==> config.mk <==
export PLATFORM = sky130hd
export DESIGN_NAME = spi_init_seq
export DESIGN_NICKNAME = d
export VERILOG_FILES = /design/src/rtl/spi_seq_pkg.sv /design/src/rtl/spi_seq_delay.sv /design/src/rtl/spi_init_seq.sv
export SDC_FILE = /design/constraint.sdc
export NUM_CORES = 1
export LEC_CHECK = 0
export CORE_ASPECT_RATIO = 0.5
export CORE_UTILIZATION = 32
export CTS_CLUSTER_SIZE = 25
export DETAILED_ROUTE_END_ITERATION = 16
export SLEW_MARGIN = 20
export SYNTH_ARGS = -nofsm -noshare
export SYNTH_HDL_FRONTEND = slang
export SYNTH_HIERARCHICAL = 1
export SYNTH_SLANG_ARGS = --single-unit
==> constraint.sdc <==
create_clock -name clock -period 1.65 [get_ports clock]
set_input_delay 0.33 -clock clock [delete_from_list [all_inputs] [get_ports clock]]
set_output_delay 0.33 -clock clock [all_outputs]
set_load 0.01 [all_outputs]
==> src/rtl/spi_seq_pkg.sv <==
// Shared constants for the SPI init sequencer: opcodes, FSM state encoding,
// table-entry field positions and the FIFO word packing helper.
package spi_seq_pkg;

  localparam logic [7:0] OP_WRITE = 8'h00;
  localparam logic [7:0] OP_DELAY = 8'h01;
  localparam logic [7:0] OP_END   = 8'hFF;

  localparam logic [3:0] ST_IDLE       = 4'd0;
  localparam logic [3:0] ST_FETCH      = 4'd1;
  localparam logic [3:0] ST_DECODE     = 4'd2;
  localparam logic [3:0] ST_PUSH       = 4'd3;
  localparam logic [3:0] ST_FLUSH      = 4'd4;
  localparam logic [3:0] ST_WAIT_ACK   = 4'd5;
  localparam logic [3:0] ST_WAIT_DRAIN = 4'd6;
  localparam logic [3:0] ST_DELAY      = 4'd7;
  localparam logic [3:0] ST_FIN        = 4'd8;

  localparam int OP_MSB   = 31;
  localparam int OP_LSB   = 24;
  localparam int DATA_MSB = 23;
  localparam int DATA_LSB = 8;
  localparam int ADDR_MSB = 7;
  localparam int ADDR_LSB = 0;

  function automatic logic [31:0] fifo_word(input logic [15:0] data, input logic [7:0] addr);
    return {8'h00, data, addr};
  endfunction

endpackage

==> src/rtl/spi_seq_delay.sv <==
// Loadable 16-bit down-counter with a zero flag, used for DELAY table entries.
module spi_seq_delay (
  input  logic        clock,
  input  logic        reset,
  input  logic        load,
  input  logic [15:0] load_val,
  input  logic        dec,
  output logic        zero
);

  logic [15:0] count;

  always_ff @(posedge clock) begin
    if (reset) begin
      count <= 16'd0;
    end else if (load) begin
      count <= load_val;
    end else if (dec && (count != 16'd0)) begin
      count <= count - 16'd1;
    end
  end

  assign zero = (count == 16'd0);

endmodule

==> src/rtl/spi_init_seq.sv <==
// Table-driven SPI init sequencer: walks a ROM, batches WRITE entries into the
// controller FIFO and kicks bursts. Optional DELAY opcode: SPI_INIT_SEQ_DELAY_EN.
module spi_init_seq
  import spi_seq_pkg::*;
#(
  parameter int TBL_DEPTH = 32,
  parameter int BATCH     = 8
) (
  input  logic                         clock,
  input  logic                         reset,
  input  logic                         go,
  output logic [$clog2(TBL_DEPTH)-1:0] tbl_addr,
  input  logic [31:0]                  tbl_data,
  output logic                         fifo_wren,
  output logic [31:0]                  fifo_data,
  input  logic                         fifo_full,
  input  logic                         fifo_empty,
  output logic                         spi_start,
  input  logic                         spi_busy,
  output logic                         running,
  output logic                         done,
  output logic                         err
);

  localparam int IDX_W = $clog2(TBL_DEPTH);
  localparam int BAT_W = $clog2(BATCH + 1);
  localparam logic [IDX_W:0]   DEPTH_L = (IDX_W + 1)'(TBL_DEPTH);
  localparam logic [BAT_W-1:0] BATCH_L = BAT_W'(BATCH);

  logic [3:0]       state, state_nx;
  logic [IDX_W:0]   idx, idx_nx;
  logic [BAT_W-1:0] batch, batch_nx;
  logic             err_set;
  logic             op_legal;
  logic [7:0]       op;
  logic [15:0]      data_f;
  logic [7:0]       addr_f;

  assign op     = tbl_data[OP_MSB:OP_LSB];
  assign data_f = tbl_data[DATA_MSB:DATA_LSB];
  assign addr_f = tbl_data[ADDR_MSB:ADDR_LSB];

`ifdef SPI_INIT_SEQ_DELAY_EN
  logic dly_load, dly_dec, dly_zero;

  assign op_legal = (op == OP_WRITE) || (op == OP_DELAY) || (op == OP_END);

  spi_seq_delay u_delay (
    .clock    (clock),
    .reset    (reset),
    .load     (dly_load),
    .load_val (data_f),
    .dec      (dly_dec),
    .zero     (dly_zero)
  );
`else
  assign op_legal = (op == OP_WRITE) || (op == OP_END);
`endif

  always_comb begin
    state_nx = state;
    idx_nx   = idx;
    batch_nx = batch;
    err_set  = 1'b0;
`ifdef SPI_INIT_SEQ_DELAY_EN
    dly_load = 1'b0;
    dly_dec  = 1'b0;
`endif
    case (state)
      ST_IDLE: begin
        if (go) begin
          idx_nx   = '0;
          batch_nx = '0;
          state_nx = ST_FETCH;
        end
      end
      // running off the end of the table without an END entry is an error
      ST_FETCH: begin
        if (idx >= DEPTH_L) begin
          err_set  = 1'b1;
          state_nx = ST_IDLE;
        end else begin
          state_nx = ST_DECODE;
        end
      end
      ST_DECODE: begin
        if (!op_legal) begin
          err_set  = 1'b1;
          state_nx = ST_IDLE;
        end else if (op == OP_WRITE) begin
          state_nx = (fifo_full || (batch == BATCH_L)) ? ST_FLUSH : ST_PUSH;
        end else if (batch != '0) begin
          state_nx = ST_FLUSH;
        end else if (op == OP_END) begin
          state_nx = ST_FIN;
        end
`ifdef SPI_INIT_SEQ_DELAY_EN
        else begin
          dly_load = 1'b1;
          state_nx = ST_DELAY;
        end
`endif
      end
      ST_PUSH: begin
        idx_nx   = idx + 1'b1;
        batch_nx = batch + 1'b1;
        state_nx = ST_FETCH;
      end
      ST_FLUSH:    state_nx = ST_WAIT_ACK;
      ST_WAIT_ACK: if (spi_busy) state_nx = ST_WAIT_DRAIN;
      // ROM still holds the current address, so DECODE re-sees the same entry
      ST_WAIT_DRAIN: begin
        if (!spi_busy && fifo_empty) begin
          batch_nx = '0;
          state_nx = ST_DECODE;
        end
      end
`ifdef SPI_INIT_SEQ_DELAY_EN
      ST_DELAY: begin
        if (dly_zero) begin
          idx_nx   = idx + 1'b1;
          state_nx = ST_FETCH;
        end else begin
          dly_dec = 1'b1;
        end
      end
`endif
      ST_FIN:  state_nx = ST_IDLE;
      default: state_nx = ST_IDLE;
    endcase
  end

  // All outputs are registered from the next-state decision
  always_ff @(posedge clock) begin
    if (reset) begin
      state     <= ST_IDLE;
      idx       <= '0;
      batch     <= '0;
      tbl_addr  <= '0;
      fifo_wren <= 1'b0;
      fifo_data <= 32'd0;
      spi_start <= 1'b0;
      running   <= 1'b0;
      done      <= 1'b0;
      err       <= 1'b0;
    end else begin
      state <= state_nx;
      idx   <= idx_nx;
      batch <= batch_nx;
      if (idx_nx < DEPTH_L) tbl_addr <= idx_nx[IDX_W-1:0];
      fifo_wren <= (state_nx == ST_PUSH);
      if (state_nx == ST_PUSH) fifo_data <= fifo_word(data_f, addr_f);
      spi_start <= (state_nx == ST_FLUSH);
      running   <= (state_nx != ST_IDLE);
      done      <= (state_nx == ST_FIN);
      if ((state == ST_IDLE) && go) err <= 1'b0;
      else if (err_set)             err <= 1'b1;
    end
  end

endmodule

==> flow_summary.yaml <==
timing:
  fin_crit_sh: 1.07
  timing.final.ws_setup_ns: -0.121
  rsz0062_at_grt: "true"
  fin_crit_ns: 1.77
  count_of_endpoints_failing_hold_in_the_final_timing_report: 0
  final.setup_skew_ns: 0.00267
  timing_max_transition_violations_final: 0
  max_freq_mhz: 565
  setup-violations-final: 10
worst_setup_path:
  crit-reg2reg-capture: "tbl_addr[1]$_SDFFE_PP0N_"
  path_max_fanout: 6
  critical_path.slowest_cell: "or3b_4"
  critical_path_required_ns: 1.82
  critical_path.startpoint_type: "flop"
  r2r.worst_path.cells: 5
  crit_path_max_incr_delay_ns: 0.39
  cp_cell_sequence: "or3b_4, a211o_4, a211oi_4, nor2_4, o22a_1"
  worst_setup_path_end_kind: "flop"
  timing.critical_path.arrival_ns: 1.94
  ff_to_ff_setup_slack_ns: -0.12
  reg2reg_from: "state[1]$_SDFF_PP0_"
  setup.worst_path.class: "flop to flop"
power_and_ir_drop:
  vdd.ir_drop.worst_mv: 0.373
  leakage_power_summed_over_all_cells_nw: 1.52
  design_power_total_mw: 2.45
  power.density_nw_per_um2: 688
global_route:
  grt_max_degree: 31
  vias_in_the_first_global_route: 1975
  grt_usage: 0.163
  grt_pass1_wl_mm: 8.74
  globalRoute.totalOverflow: 0
  antenna_found_initial: 0
floorplanning:
  std_cell_rows: 20
  fp.dieH_um: 59.3
  placeableCoreArea_sq_um: 6210
  start_util: 0.338
  design.portCount: 80
  die-area_sq_um: 6900
  die_width_um: 117
route:
  via_density_per_instance: 4.76
  detailroute.via_count: 2020
  drt-wirelength-per-cell_um: 13.5
  detail_route_met2_wl_mm: 2.94
  drt-pass1-iter-count: 4
  detailedRoute.firstIterationViolations: 54
  detail_route.drc_violations: 0
  wl_met1_mm: 2.57
  drt-total-wl_mm: 5.74
  met3RoutedLength_um: 201
  dr.max_layer_used: "met4"
  remaining_antenna_violation_count: 0
placed_design:
  place_worst_setup_slack_ns: -0.542
  dp_hpwl_mm: 3.85
  placed_cells: 403
  port_buffers: 71
  place_congestion: 0.864
synth:
  synth.avg_cell_area_sq_um: 9.37
  synth_cells: 224
  synthDistinctLibCells: 45
  synth-seq-cells: 48
  ys_seq_area_frac: 0.458
  yosys_synthesis_warning_count: 6
  synthesis.area_sq_um: 2100
cts:
  clock_tree_from_tritoncts: "yes"
  clockRootBuffer: "clkbuf_16"
  path_clk_slew_ns: 0.06
  clock_sinks: 48
  cts-htree-levels: 2
  ctsLongestPathBuffers: 2
  holdBufCountCts: 0
  clk_latency_ns: 0.28
  cts_buffers: 5
hold_path:
  worst_hold_path_type: "flop to flop"
  hold_end: "tbl_addr[4]$_SDFFE_PP0N_"
  worst_hold_startpoint: "tbl_addr[4]$_SDFFE_PP0N_"
  min_path_cells: 1
status:
  violations: "setup timing"
  run_status: "finished, violations left"
final_layout:
  most_frequent_cells_in_the_layout: "clkdlybuf4s50_1, dfxtp_1, nor2_1, buf_4, mux2i_1"
  finish.utilization: 0.574
  finish.net_count: 377
  fillers: 548
  final-instance-count-excl-fill: 424
  antenna-diode-count: 0
  synthToLayoutAreaGrowth_pct: 69.7
  post_route_cells_drive_above_1_share: 0.259
  mostFrequentLayoutCell: "clkdlybuf4s50_1"
run:
  maxCapViolCount: 0
==> worst max-delay path: cells and delay by family (launching register included) <==
family           cells  cell delay, ns
flip-flops           1            0.36
AO/OA/AOI/OAI        3            0.82
AND/OR/NAND/NOR      2            0.48
==> registers in the layout, indices dropped and copies added, names as in the netlist <==
name	flops
batch	4
done	1
err	1
fifo_data	24
fifo_wren	1
idx	6
running	1
spi_start	1
state	4
tbl_addr	5
==> Yosys cell counts <==
cell	n	area, sq um
a211oi_4	1	20.0
a2bb2oi_1	1	8.76
or3b_1	1	8.76
nand2_1	7	26.3
a31oi_1	5	31.3
a21boi_1	1	7.51
o21ai_1	3	15.0
nor2_1	38	143
dfxtp_1	48	961
ha_1	4	50.1
nand2b_1	1	6.26
nor2b_1	7	43.8
buf_4	8	60.1
a211oi_1	1	7.51
a2111oi_1	1	10.0
nor2_2	1	6.26
nor4_2	1	12.5
nor4b_1	1	8.76
a221oi_1	1	8.76
nand4bb_1	1	11.3
a211o_4	1	17.5
o221ai_1	1	8.76
nor4bb_1	2	20.0
or3_1	2	12.5
a21oi_1	10	50.1
nor4_1	3	18.8
and3_1	1	6.26
nor3_1	3	15.0
o211a_1	2	20.0
nand3_1	8	40.0
a22oi_1	1	7.51
nor4b_2	1	15.0
o211ai_1	1	7.51
nand4_1	3	18.8
mux2i_1	24	240
buf_1	1	3.75
nor3b_1	1	7.51
a311oi_1	1	8.76
clkbuf_1	4	15.0
buf_2	8	40.0
o21ai_0	1	5.00
o22a_1	5	43.8
conb_1	1	3.75
inv_2	1	3.75
inv_1	6	22.5
==> per-stage QoR <==
step | setup TNS (ns) | hold slack, ns | area [sq um]
after CTS | -0.875 | 0.491 | 3380
after global placement | -13.66 | 0.466 | 3110
after detailed placement | -14.60 | 0.476 | 3110
final | -0.739 | 0.482 | 3560
after floorplan | -0.293 | 0.440 | 2130
after global routing | -2.18 | 0.510 | 3560
==> cell type report <==
class	instances	area [sq um]	area share
tap	88	110	0.0309
inverter	7	26.3	0.00738
multi-input combinational	155	1180	0.332
clock inverter	1	8.76	0.00246
clock buffer	7	133	0.0372
sequential	48	976	0.274
timing repair buffer	118	1120	0.316
==> power by group <==
part,internal (mW),total [mW],leakage [nW],switching (mW)
Combinational,0.174,0.292,1.06,0.118
Clock,0.566,0.984,0.0681,0.418
Sequential,1.16,1.17,0.391,0.00785
==> how the worst max path moves through the flow <==
stage | slack [ns] | endpoint | depth (start not counted) | start
floorplan | -0.06 | tbl_addr[0]$_SDFFE_PP0N_ | 5 | go
detailed placement | -0.54 | tbl_addr[1]$_SDFFE_PP0N_ | 6 | go
global route | -0.18 | tbl_addr[1]$_SDFFE_PP0N_ | 5 | state[1]$_SDFF_PP0_
global placement | -0.51 | tbl_addr[1]$_SDFFE_PP0N_ | 6 | go
finish | -0.12 | tbl_addr[1]$_SDFFE_PP0N_ | 5 | state[1]$_SDFF_PP0_
CTS | -0.15 | tbl_addr[1]$_SDFFE_PP0N_ | 5 | state[0]$_SDFF_PP0_
==> cell families (layout without fill, tap and decap cells) <==
logic type / Yosys count / in the layout / share of synthesized area
mux: 24 / 24 / 0.114
fa+ha+maj: 4 / 4 / 0.0239
flops: 48 / 48 / 0.458
compound gates: 37 / 37 / 0.132
simple gates: 82 / 82 / 0.200
buf+inv: 28 / 133 / 0.0692
other cells: 1 / 8 / 0.00179
==> layer usage <==
metal	track usage	up-vias
met3	0.0409	4
met5	0	-
li1	-	1002
met4	0.0275	0
met1	0.204	969
met2	0.292	45
==> repair_timing <==
item	4_1_cts	5_1_grt
buffers inserted	7	4
pin swaps	11	20
endpoints found under the setup margin	36	37
hold endpoints to repair	0	0
gates resized for setup	28	33
gates cloned	2	0
No activity file was read; power rests on OpenSTA's default activity.
